**config.mk**
```make
export PLATFORM = sky130hd
export DESIGN_NAME = mining_job_dispatcher_flat
export DESIGN_NICKNAME = d
export VERILOG_FILES = /design/src/rtl/mining_job_dispatcher_if.sv /design/src/rtl/mining_job_dispatcher.sv /design/src/flat_wrapper.sv
export SDC_FILE = /design/constraint.sdc
export NUM_CORES = 1
export LEC_CHECK = 0
export CAP_MARGIN = 20
export CORE_AREA = 3 3 497 499
export CTS_BUF_LIST = sky130_fd_sc_hd__clkbuf_8
export DETAILED_ROUTE_END_ITERATION = 8
export DIE_AREA = 0 0 500 502
export DONT_BUFFER_PORTS = 1
export PLACE_DENSITY_LB_ADDON = 0.25
export SLEW_MARGIN = 10
export SYNTH_ARGS = -nofsm -noshare
export SYNTH_HDL_FRONTEND = slang
export SYNTH_SLANG_ARGS = --single-unit
```
**constraint.sdc**
```tcl
create_clock -name clk -period 4.52 [get_ports clk]
set_input_delay 1.356 -clock clk [delete_from_list [all_inputs] [get_ports clk]]
set_output_delay 1.356 -clock clk [all_outputs]
set_load 0.02 [all_outputs]
```
**src/rtl/mining_job_dispatcher_if.sv**
```systemverilog
// rtl/mining_job_dispatcher_if.sv - job word stream and result port between host bridge and dispatcher
//
// Signals:
//   in_valid/in_ready/in_data[31:0]/in_last   job word stream, host -> dispatcher
//   res_valid/res_ready                        result handshake, dispatcher -> host
//   res_success/res_timeout/res_aborted        result status flags
//   res_nonce[31:0]/res_hash[255:0]            result payload
// Modports: master = host side, slave = dispatcher side.
interface mining_job_dispatcher_if;
    logic         in_valid;
    logic         in_ready;
    logic [31:0]  in_data;
    logic         in_last;
    logic         res_valid;
    logic         res_ready;
    logic         res_success;
    logic         res_timeout;
    logic         res_aborted;
    logic [31:0]  res_nonce;
    logic [255:0] res_hash;

    modport master (
        output in_valid, in_data, in_last, res_ready,
        input  in_ready, res_valid, res_success, res_timeout, res_aborted, res_nonce, res_hash
    );

    modport slave (
        input  in_valid, in_data, in_last, res_ready,
        output in_ready, res_valid, res_success, res_timeout, res_aborted, res_nonce, res_hash
    );
endinterface

```
**src/rtl/mining_job_dispatcher.sv**
```systemverilog
// rtl/mining_job_dispatcher.sv - loads a 20-word header job, runs the supervisor, returns its result
//
// Ports:
//   clk, reset_n                      clock, async active-low reset
//   host (slave modport)              job word stream in, result handshake out
//   abort                             host abort of the current job (level)
//   sup_reset, sup_start              supervisor control (never both high)
//   version, timestamp, bits, target_bits, hashPrevBlock, hashMerkleRoot   header to supervisor
//   process_complete, success, hash_out, nonce_out                        supervisor result
//   busy                              state != IDLE
//   load_error                        sticky malformed-job flag, cleared by next good load
//   jobs_done                         count of delivered results (wraps)
// Parameters:
//   RESET_CYCLES    cycles the supervisor is held in reset before start (>=2)
//   TIMEOUT_CYCLES  run-cycle limit before forced abort; 0 disables
module mining_job_dispatcher #(
    parameter int RESET_CYCLES   = 2,
    parameter int TIMEOUT_CYCLES = 0
) (
    input  logic                    clk,
    input  logic                    reset_n,
    mining_job_dispatcher_if.slave  host,
    input  logic                    abort,
    output logic                    sup_reset,
    output logic                    sup_start,
    output logic [31:0]             version,
    output logic [31:0]             timestamp,
    output logic [31:0]             bits,
    output logic [31:0]             target_bits,
    output logic [255:0]            hashPrevBlock,
    output logic [255:0]            hashMerkleRoot,
    input  logic                    process_complete,
    input  logic                    success,
    input  logic [255:0]            hash_out,
    input  logic [31:0]             nonce_out,
    output logic                    busy,
    output logic                    load_error,
    output logic [15:0]             jobs_done
);

    typedef enum logic [2:0] {
        S_IDLE,
        S_LOAD,
        S_DRAIN,
        S_CLEAR,
        S_RUN,
        S_REPORT
    } state_t;

    state_t        state;
    state_t        state_nxt;
    logic [4:0]    word_idx;
    logic [31:0]   cnt;            // cycles spent in CLEAR or RUN
    logic          in_ready_q;
    logic          res_valid_q;
    logic          res_success_q;
    logic          res_timeout_q;
    logic          res_aborted_q;
    logic [31:0]   res_nonce_q;
    logic [255:0]  res_hash_q;

    logic          accept;
    logic          loading;
    logic          last_word;
    logic          clear_done;
    logic          timeout_hit;
    logic [7:0]    hash_slot;

    assign host.in_ready    = in_ready_q;
    assign host.res_valid   = res_valid_q;
    assign host.res_success = res_success_q;
    assign host.res_timeout = res_timeout_q;
    assign host.res_aborted = res_aborted_q;
    assign host.res_nonce   = res_nonce_q;
    assign host.res_hash    = res_hash_q;

    assign accept      = host.in_valid & in_ready_q;
    assign loading     = (state == S_IDLE) || (state == S_LOAD);
    assign last_word   = (word_idx == 5'd19);
    assign clear_done  = (cnt == 32'(RESET_CYCLES - 1));
    assign timeout_hit = (TIMEOUT_CYCLES != 0) && (cnt == 32'(TIMEOUT_CYCLES - 1));
    // Words 1..8 and 9..16 both map to slot (k-1) mod 8 of their 256-bit field.
    assign hash_slot   = {word_idx[2:0] - 3'd1, 5'd0};

    always_comb begin
        state_nxt = state;
        case (state)
            S_IDLE, S_LOAD: begin
                if (abort) begin
                    state_nxt = S_IDLE;
                end else if (accept) begin
                    if (host.in_last)
                        state_nxt = last_word ? S_CLEAR : S_IDLE;
                    else
                        state_nxt = last_word ? S_DRAIN : S_LOAD;
                end
            end
            S_DRAIN: begin
                if (abort || (accept && host.in_last))
                    state_nxt = S_IDLE;
            end
            S_CLEAR: begin
                if (abort)
                    state_nxt = S_IDLE;
                else if (clear_done)
                    state_nxt = S_RUN;
            end
            S_RUN: begin
                if (process_complete || abort || timeout_hit)
                    state_nxt = S_REPORT;
            end
            S_REPORT: begin
                if (res_valid_q && host.res_ready)
                    state_nxt = S_IDLE;
            end
            default: state_nxt = S_IDLE;
        endcase
    end

    always_ff @(posedge clk or negedge reset_n) begin
        if (!reset_n) begin
            state          <= S_IDLE;
            word_idx       <= 5'd0;
            cnt            <= 32'd0;
            sup_reset      <= 1'b1;
            sup_start      <= 1'b0;
            in_ready_q     <= 1'b0;
            res_valid_q    <= 1'b0;
            res_success_q  <= 1'b0;
            res_timeout_q  <= 1'b0;
            res_aborted_q  <= 1'b0;
            res_nonce_q    <= 32'd0;
            res_hash_q     <= 256'd0;
            version        <= 32'd0;
            timestamp      <= 32'd0;
            bits           <= 32'd0;
            target_bits    <= 32'd0;
            hashPrevBlock  <= 256'd0;
            hashMerkleRoot <= 256'd0;
            busy           <= 1'b0;
            load_error     <= 1'b0;
            jobs_done      <= 16'd0;
        end else begin
            state <= state_nxt;

            // Outputs are registered from the next state so they track the state exactly.
            sup_reset   <= (state_nxt != S_RUN);
            sup_start   <= (state_nxt == S_RUN);
            in_ready_q  <= (state_nxt == S_IDLE) || (state_nxt == S_LOAD) || (state_nxt == S_DRAIN);
            res_valid_q <= (state_nxt == S_REPORT);
            busy        <= (state_nxt != S_IDLE);

            if ((state_nxt == state) && ((state == S_CLEAR) || (state == S_RUN)))
                cnt <= cnt + 32'd1;
            else
                cnt <= 32'd0;

            if (state_nxt == S_LOAD)
                word_idx <= accept ? word_idx + 5'd1 : word_idx;
            else
                word_idx <= 5'd0;

            if (loading && accept && !abort) begin
                if (word_idx == 5'd0)
                    version <= host.in_data;
                else if (word_idx <= 5'd8)
                    hashPrevBlock[hash_slot +: 32] <= host.in_data;
                else if (word_idx <= 5'd16)
                    hashMerkleRoot[hash_slot +: 32] <= host.in_data;
                else if (word_idx == 5'd17)
                    timestamp <= host.in_data;
                else if (word_idx == 5'd18)
                    bits <= host.in_data;
                else
                    target_bits <= host.in_data;

                if (host.in_last)
                    load_error <= !last_word;
                else if (last_word)
                    load_error <= 1'b1;
            end

            if (state == S_RUN) begin
                if (process_complete) begin
                    res_success_q <= success;
                    res_nonce_q   <= nonce_out;
                    res_hash_q    <= hash_out;
                    res_timeout_q <= 1'b0;
                    res_aborted_q <= 1'b0;
                end else if (abort) begin
                    res_success_q <= 1'b0;
                    res_nonce_q   <= 32'd0;
                    res_hash_q    <= 256'd0;
                    res_timeout_q <= 1'b0;
                    res_aborted_q <= 1'b1;
                end else if (timeout_hit) begin
                    res_success_q <= 1'b0;
                    res_nonce_q   <= 32'd0;
                    res_hash_q    <= 256'd0;
                    res_timeout_q <= 1'b1;
                    res_aborted_q <= 1'b0;
                end
            end

            if ((state == S_REPORT) && res_valid_q && host.res_ready)
                jobs_done <= jobs_done + 16'd1;
        end
    end

endmodule

```
**src/flat_wrapper.sv**
```systemverilog
// flat-port wrapper written by rule: the top's interface ports become plain ports
module mining_job_dispatcher_flat 
#(
    parameter int RESET_CYCLES   = 2,
    parameter int TIMEOUT_CYCLES = 0
)
  (clk, reset_n, abort, sup_reset, sup_start, version, timestamp, bits, target_bits, hashPrevBlock, hashMerkleRoot, process_complete, success, hash_out, nonce_out, busy, load_error, jobs_done, host_in_valid, host_in_data, host_in_last, host_res_ready, host_in_ready, host_res_valid, host_res_success, host_res_timeout, host_res_aborted, host_res_nonce, host_res_hash);
  mining_job_dispatcher_if host_i ();
  input  logic clk;
  input  logic reset_n;
  input  logic abort;
  output logic sup_reset;
  output logic sup_start;
  output logic [31:0] version;
  output logic [31:0] timestamp;
  output logic [31:0] bits;
  output logic [31:0] target_bits;
  output logic [255:0] hashPrevBlock;
  output logic [255:0] hashMerkleRoot;
  input  logic process_complete;
  input  logic success;
  input  logic [255:0] hash_out;
  input  logic [31:0] nonce_out;
  output logic busy;
  output logic load_error;
  output logic [15:0] jobs_done;
  input wire logic [$bits(host_i.in_valid)-1:0] host_in_valid;
  input wire logic [$bits(host_i.in_data)-1:0] host_in_data;
  input wire logic [$bits(host_i.in_last)-1:0] host_in_last;
  input wire logic [$bits(host_i.res_ready)-1:0] host_res_ready;
  output wire logic [$bits(host_i.in_ready)-1:0] host_in_ready;
  output wire logic [$bits(host_i.res_valid)-1:0] host_res_valid;
  output wire logic [$bits(host_i.res_success)-1:0] host_res_success;
  output wire logic [$bits(host_i.res_timeout)-1:0] host_res_timeout;
  output wire logic [$bits(host_i.res_aborted)-1:0] host_res_aborted;
  output wire logic [$bits(host_i.res_nonce)-1:0] host_res_nonce;
  output wire logic [$bits(host_i.res_hash)-1:0] host_res_hash;
  assign host_i.in_valid = host_in_valid;
  assign host_i.in_data = host_in_data;
  assign host_i.in_last = host_in_last;
  assign host_i.res_ready = host_res_ready;
  assign host_in_ready = host_i.in_ready;
  assign host_res_valid = host_i.res_valid;
  assign host_res_success = host_i.res_success;
  assign host_res_timeout = host_i.res_timeout;
  assign host_res_aborted = host_i.res_aborted;
  assign host_res_nonce = host_i.res_nonce;
  assign host_res_hash = host_i.res_hash;
  mining_job_dispatcher #(.RESET_CYCLES(RESET_CYCLES), .TIMEOUT_CYCLES(TIMEOUT_CYCLES)) u_core (.clk(clk), .reset_n(reset_n), .host(host_i), .abort(abort), .sup_reset(sup_reset), .sup_start(sup_start), .version(version), .timestamp(timestamp), .bits(bits), .target_bits(target_bits), .hashPrevBlock(hashPrevBlock), .hashMerkleRoot(hashMerkleRoot), .process_complete(process_complete), .success(success), .hash_out(hash_out), .nonce_out(nonce_out), .busy(busy), .load_error(load_error), .jobs_done(jobs_done));
endmodule
```
== Word level (Yosys, flattened, before mapping) ==
Index checks and enable logic that the tools add are counted.

* Muxes and demuxes: 27
* Reductions and logical operators: 30
* $add $sub $neg: 5
* Bitwise logic cells: 6
* Magnitude comparators: 2
* Shifts and indexed selects: 2
* Equal/unequal tests: 16

{| class="wikitable"
|+ Operators by type and width
! operator !! number
|-
| bitwise mux 256 bit || 2
|-
| two-way mux 256 bit || 2
|-
| variable shift 32 x 10 -> 256 bit (first input constant) || 1
|-
| variable part select 32 x 10 -> 256 bit || 1
|-
| two-way mux 32 bit || 3
|-
| adder 32 x 1 -> 32 bit (second input constant) || 1
|-
| == test 32 x 1 -> 1 bit (second input constant) || 1
|-
| two-way mux 3 bit || 8
|-
| adder 16 x 1 -> 16 bit (second input constant) || 1
|-
| == test 5 bit (second input constant) || 3
|-
| case mux 3 bit (5 select lines) || 1
|-
| == test 3 bit (second input constant) || 4
|-
| AND reduction 6 bit || 2
|-
| two-way mux 5 bit || 2
|-
| negator 8 -> 10 bit || 1
|-
| == test 3 x 2 -> 1 bit (second input constant) || 3
|-
| logical AND 1 bit || 7
|-
| two-way mux 1 bit || 7
|-
| == test 3 x 1 -> 1 bit (second input constant) || 2
|-
| logical NOT 3 bit || 2
|-
| logical OR 1 bit || 6
|-
| AND reduction 2 bit || 3
|-
| adder 5 x 1 -> 5 bit (second input constant) || 1
|-
| less-or-equal comparator 5 x 4 -> 1 bit (second input constant) || 1
|-
| other kinds (16) || 23
|}

* Input port bits: 328
* Output and inout bits: 953
* Logic and storage cells: 109
* Register bits: 993

== Logic depth before layout (Yosys ltp) ==
* Depth after elaboration: 9
* Mapped depth: 10
* Gate-level depth less buffers: 9

== Least setup slack after synthesis ==
No wires, ideal clock.

* Path kind: input -> register
* Start point: in abort
* End point: reg u_core.bits[10]
* Data required time: 4395 ps
* Library setup time: 125 ps
* Stages: 8
* Arrival: 2937 ps
* Path slack: 1459 ps
* Path buffers: 3
* Path through: buf_2 > nor3_4 > nand2_1 > nor4b_1 > and4bb_2 > buf_2 > buf_4 > mux2_2

* Word-level cells in the longest chain between the ends: 3

{| class="wikitable"
|+ RTL lines
! item !! line !! text
|-
| from (decl) || flat_wrapper.sv:11 || <nowiki>input logic abort;</nowiki>
|-
| logical NOT 1 bit || mining_job_dispatcher.sv:163 || <nowiki>if (loading && accept && !abort) begin</nowiki>
|-
| logical AND 1 bit || mining_job_dispatcher.sv:163 ||
|-
| AND reduction 6 bit (no line) || -- ||
|-
| to (signal assigned) || mining_job_dispatcher.sv:173 || <nowiki>bits <= host.in_data;</nowiki>
|-
| to (decl) || mining_job_dispatcher.sv:28 || <nowiki>output logic [31:0] bits,</nowiki>
|}

No other way between the ends.
A chain may end at the register's enable or synchronous reset.

== Final worst setup path ==
* Start point: reg u_core.word_idx[0]
* End point: reg u_core.hashPrevBlock[176]

* Word-level cells in the longest chain between the ends: 4
* Elaborated cells between the ends (all ways): 9
* Classes of those cells: add/sub (2); order compare (1); shift (2); mux (1); bitwise (1); reduce/logical (2)

{| class="wikitable"
|+ RTL lines
! item !! line !! text
|-
| from (decl) || mining_job_dispatcher.sv:52 || <nowiki>logic [4:0] word_idx;</nowiki>
|-
| from (signal assigned) || mining_job_dispatcher.sv:159 || <nowiki>word_idx <= accept ? word_idx + 5'd1 : word_idx;</nowiki>
|-
| subtractor 3 x 1 -> 3 bit || mining_job_dispatcher.sv:83 || <nowiki>assign hash_slot = {word_idx[2:0] - 3'd1, 5'd0};</nowiki>
|-
| negator 8 -> 10 bit || mining_job_dispatcher.sv:167 || <nowiki>hashPrevBlock[hash_slot +: 32] <= host.in_data;</nowiki>
|-
| variable part select 32 x 10 -> 256 bit / variable shift 32 x 10 -> 256 bit (equally long branches) || mining_job_dispatcher.sv:167 ||
|-
| bitwise mux 256 bit || mining_job_dispatcher.sv:167 ||
|-
| to (signal, indexed assignment) || mining_job_dispatcher.sv:167 ||
|-
| to (decl) || mining_job_dispatcher.sv:30 || <nowiki>output logic [255:0] hashPrevBlock,</nowiki>
|}

Several ways; a longest one is shown, not always the timed one.

==> impl_metrics.tcl <==
set metrics [dict create \
    dp_hpwl_mm 136 \
    seqPwrFrac 0.531 \
    drt_pre_antenna_iters 6 \
    finalWirelength_mm 179 \
    synth_edf_count 0 \
    clockRootBuffer "clkbuf_8" \
    maxCapViolCount 0 \
    drt_iter0_drc 1207 \
    clk_latency_ps 940 \
    yosysTopAreaCellShare 0.653 \
    synthTopCellsByArea "dfrtp_1, mux2_2, a22o_1" \
    leakage_uw 0.0218 \
    grt_pass1_vias 23214 \
    comb_power_share 0.146 \
    hold_path_class "primary input to asynchronous set/reset pin" \
    startpoint_type "flop" \
    async_flop_share 1.00 \
    portBuffers 0 \
    syn-cell-area_sq_mm 0.0379 \
    cp_data_arrival_time_ps 4350 \
    skew_ps 87.1 \
    die_w_microns 500 \
    ys_types 55 \
    fmax_mhz 281 \
    postCtsHoldBufs 0 \
    critPathRequiredTime_ps 5310 \
    vdd_drop_max_v 0.000326 \
    synth_top_area_cell "dfrtp_1" \
    drive_gt1_frac 0.341 \
    post_drt_wl_per_cell_microns 30.1 \
    synth-seq-area-share 0.654 \
    r2r_start "u_core.word_idx[0]" \
    numCtsBuffers 186 \
    synth_cells 2496 \
    grt_setup_unrepaired "false" \
    max_slew_margin 0.340 \
    grt_max_degree 133 \
    synth-warning-count 0 \
    synth.avg_cell_area_sq_um 15.2 \
    routed_via_density 3.73 \
    cp_max_fo 32 \
    postCtsResizedCells 0 \
    multi_input_area_sq_mm 0.0123 \
    crit-reg2reg-capture "u_core.hashPrevBlock[176]" \
    num_vias 22131 \
    slew_viol_final 0 \
    p_sw_frac 0.390 \
    clkTransAtPathRegs_ps 60 \
    p_per_area_mw_per_mm2 612 \
    dieArea_sq_mm 0.251 \
    power.share.clock 0.323 \
    row_count 181 \
    cts_tree "yes" \
    ys_ff_latch 992 \
    drc 0 \
    fin_hold_ws_ps 389 \
    core_area_sq_mm 0.243 \
    synth-main-ff-cell "dfrtp_1" \
    grt_util_all_layers 0.137 \
    internal_power_uw 17100 \
    switchingPower_uw 11000 \
    syn-num-nets 2839 \
    area_growth_pct 21.0 \
    status "completed" \
    fill_cells 26189 \
    path_class "flop to flop" \
    setup_tns_ps 0 \
    period_share 0.788 \
    setup_viol 0 \
    crit_path_end_kind "flop" \
    finalHoldViolCount 0 \
    register_area_sq_mm 0.0248 \
    grt_pass1_wl_mm 233 \
    final_common_cell "dfrtp_1" \
    cts_max_path_buffers 3 \
    worst_pin_slew_ps 988 \
    grt.overflow.total 0 \
    cts_max_level 4 \
    fin_util 0.189 \
    period_needed_ps 3560 \
    ios 1281 \
    design.final.nets 2917 \
    worst_r2r_path_depth 9 \
    numClockSinks 992 \
    start_util 0.156 \
    r2r_setup_slack_ps 960 \
    fp.dieH_microns 502 \
    final_cell_mix "dfrtp_1, mux2_2, a22o_1" \
    gp_congestion 0.899 \
    antenna_left 0 \
    post_cts_buffers 0 \
    antenna_found_initial 38 \
]
-- logic make-up (layout without fill, tap and decap cells) --
kind of cell,Yosys count,after routing,synth area share
other,1,39,0.0000988
DFF,992,992,0.654
adders and majority gates,15,15,0.00495
xor gates and xnor gates,50,50,0.0115
AOI/OAI and AO/OA,311,311,0.0709
buffers and inverters,193,397,0.0241
and+or+nand+nor,292,292,0.0438
muxes,642,642,0.190
-- sequential cells by signal, indices dropped and copies added (netlist names), 16 cells and up --
register	count
u_core.hashPrevBlock	256
u_core.hashMerkleRoot	256
u_core.bits	32
u_core.version	32
u_core.timestamp	32
u_core.cnt	32
u_core.host.res_nonce	32
u_core.target_bits	32
u_core.jobs_done	16
u_core.host.res_hash	256
-- final cells by class --
cell class	instances	area share
inverters	15	0.00123
repair buffers	68	0.0170
diodes	38	0.00207
multi-input cells	1311	0.269
well taps	3202	0.0873
flip-flops and latches	992	0.541
clock inverters	92	0.0162
clock buffers	222	0.0666
-- stage by stage --
stage	cell area (sq um)	std cells	total power, uW	setup slack, ps
global route	45900	5922	29600	673
floorplan	37900	2496	16200	1460
detailed placement	42000	5588	19600	756
finish	45900	5940	28100	957
global placement	42000	5588	19500	702
CTS	45800	5902	28900	933
-- worst max path at each step --
stage / startpoint / endpoint / slack, ps / cells after the start
5_1_grt: u_core.word_idx[0] / u_core.hashPrevBlock[176] / 670 / 9
3_3_place_gp: host_in_valid / u_core.hashMerkleRoot[165] / 700 / 7
3_5_place_dp: abort / u_core.bits[16] / 760 / 6
2_1_floorplan: abort / u_core.bits[10] / 1460 / 8
4_1_cts: u_core.word_idx[0] / u_core.hashPrevBlock[160] / 930 / 9
6_report: u_core.word_idx[0] / u_core.hashPrevBlock[176] / 960 / 9
-- routing by layer --
layer	GRT usage	wire [microns]	up-vias	part of all wire
li1	-	-	9254	-
met1	0.132	58300	11464	0.33
met2	0.254	95600	1142	0.53
met3	0.0627	19000	253	0.11
met4	0.0480	5710	18	0.032
met5	0	120	-	0.00067
-- worst max-delay path, cell delays in order (launching register included) --
cell and delay, ps:
dfrtp_1 600, inv_1 180, ha_1 270, xor2_1 270
inv_1 120, ha_1 350, o21bai_1 230, nor3b_2 420
nand2_4 490, mux2_2 470
-- power groups by stage --
| stage | Combinational, uW | Sequential, uW | Clock [uW] |
|---|---|---|---|
| after floorplan | 2880 | 13300 | 0 |
| after global placement | 4170 | 15400 | 0 |
| after detailed placement | 4260 | 15300 | 0 |
| after CTS | 4220 | 15200 | 9540 |
| after global routing | 4550 | 15100 | 9890 |
| final | 4100 | 14900 | 9080 |
-- Yosys cell counts (2+ instances only) --
cell,count
a21oi_1,2
inv_1,15
xnor2_1,35
nor4_4,2
and4_1,7
nand2_2,6
dfrtp_1,991
a22o_1,289
buf_4,5
buf_1,3
xor2_1,15
nand4_1,13
nor3b_2,3
nor2b_1,3
nor3_1,9
clkbuf_1,94
o21a_1,3
o21ai_0,4
nand3_1,20
mux2_2,552
nand2b_1,3
nor4b_1,2
buf_6,12
nor2_1,58
mux2_1,89
ha_1,15
buf_2,64
o31ai_1,2
and2_1,98
nand2_1,38
and3_1,5
nor4_1,16
Note: power is estimated with default switching activity, not from simulation.
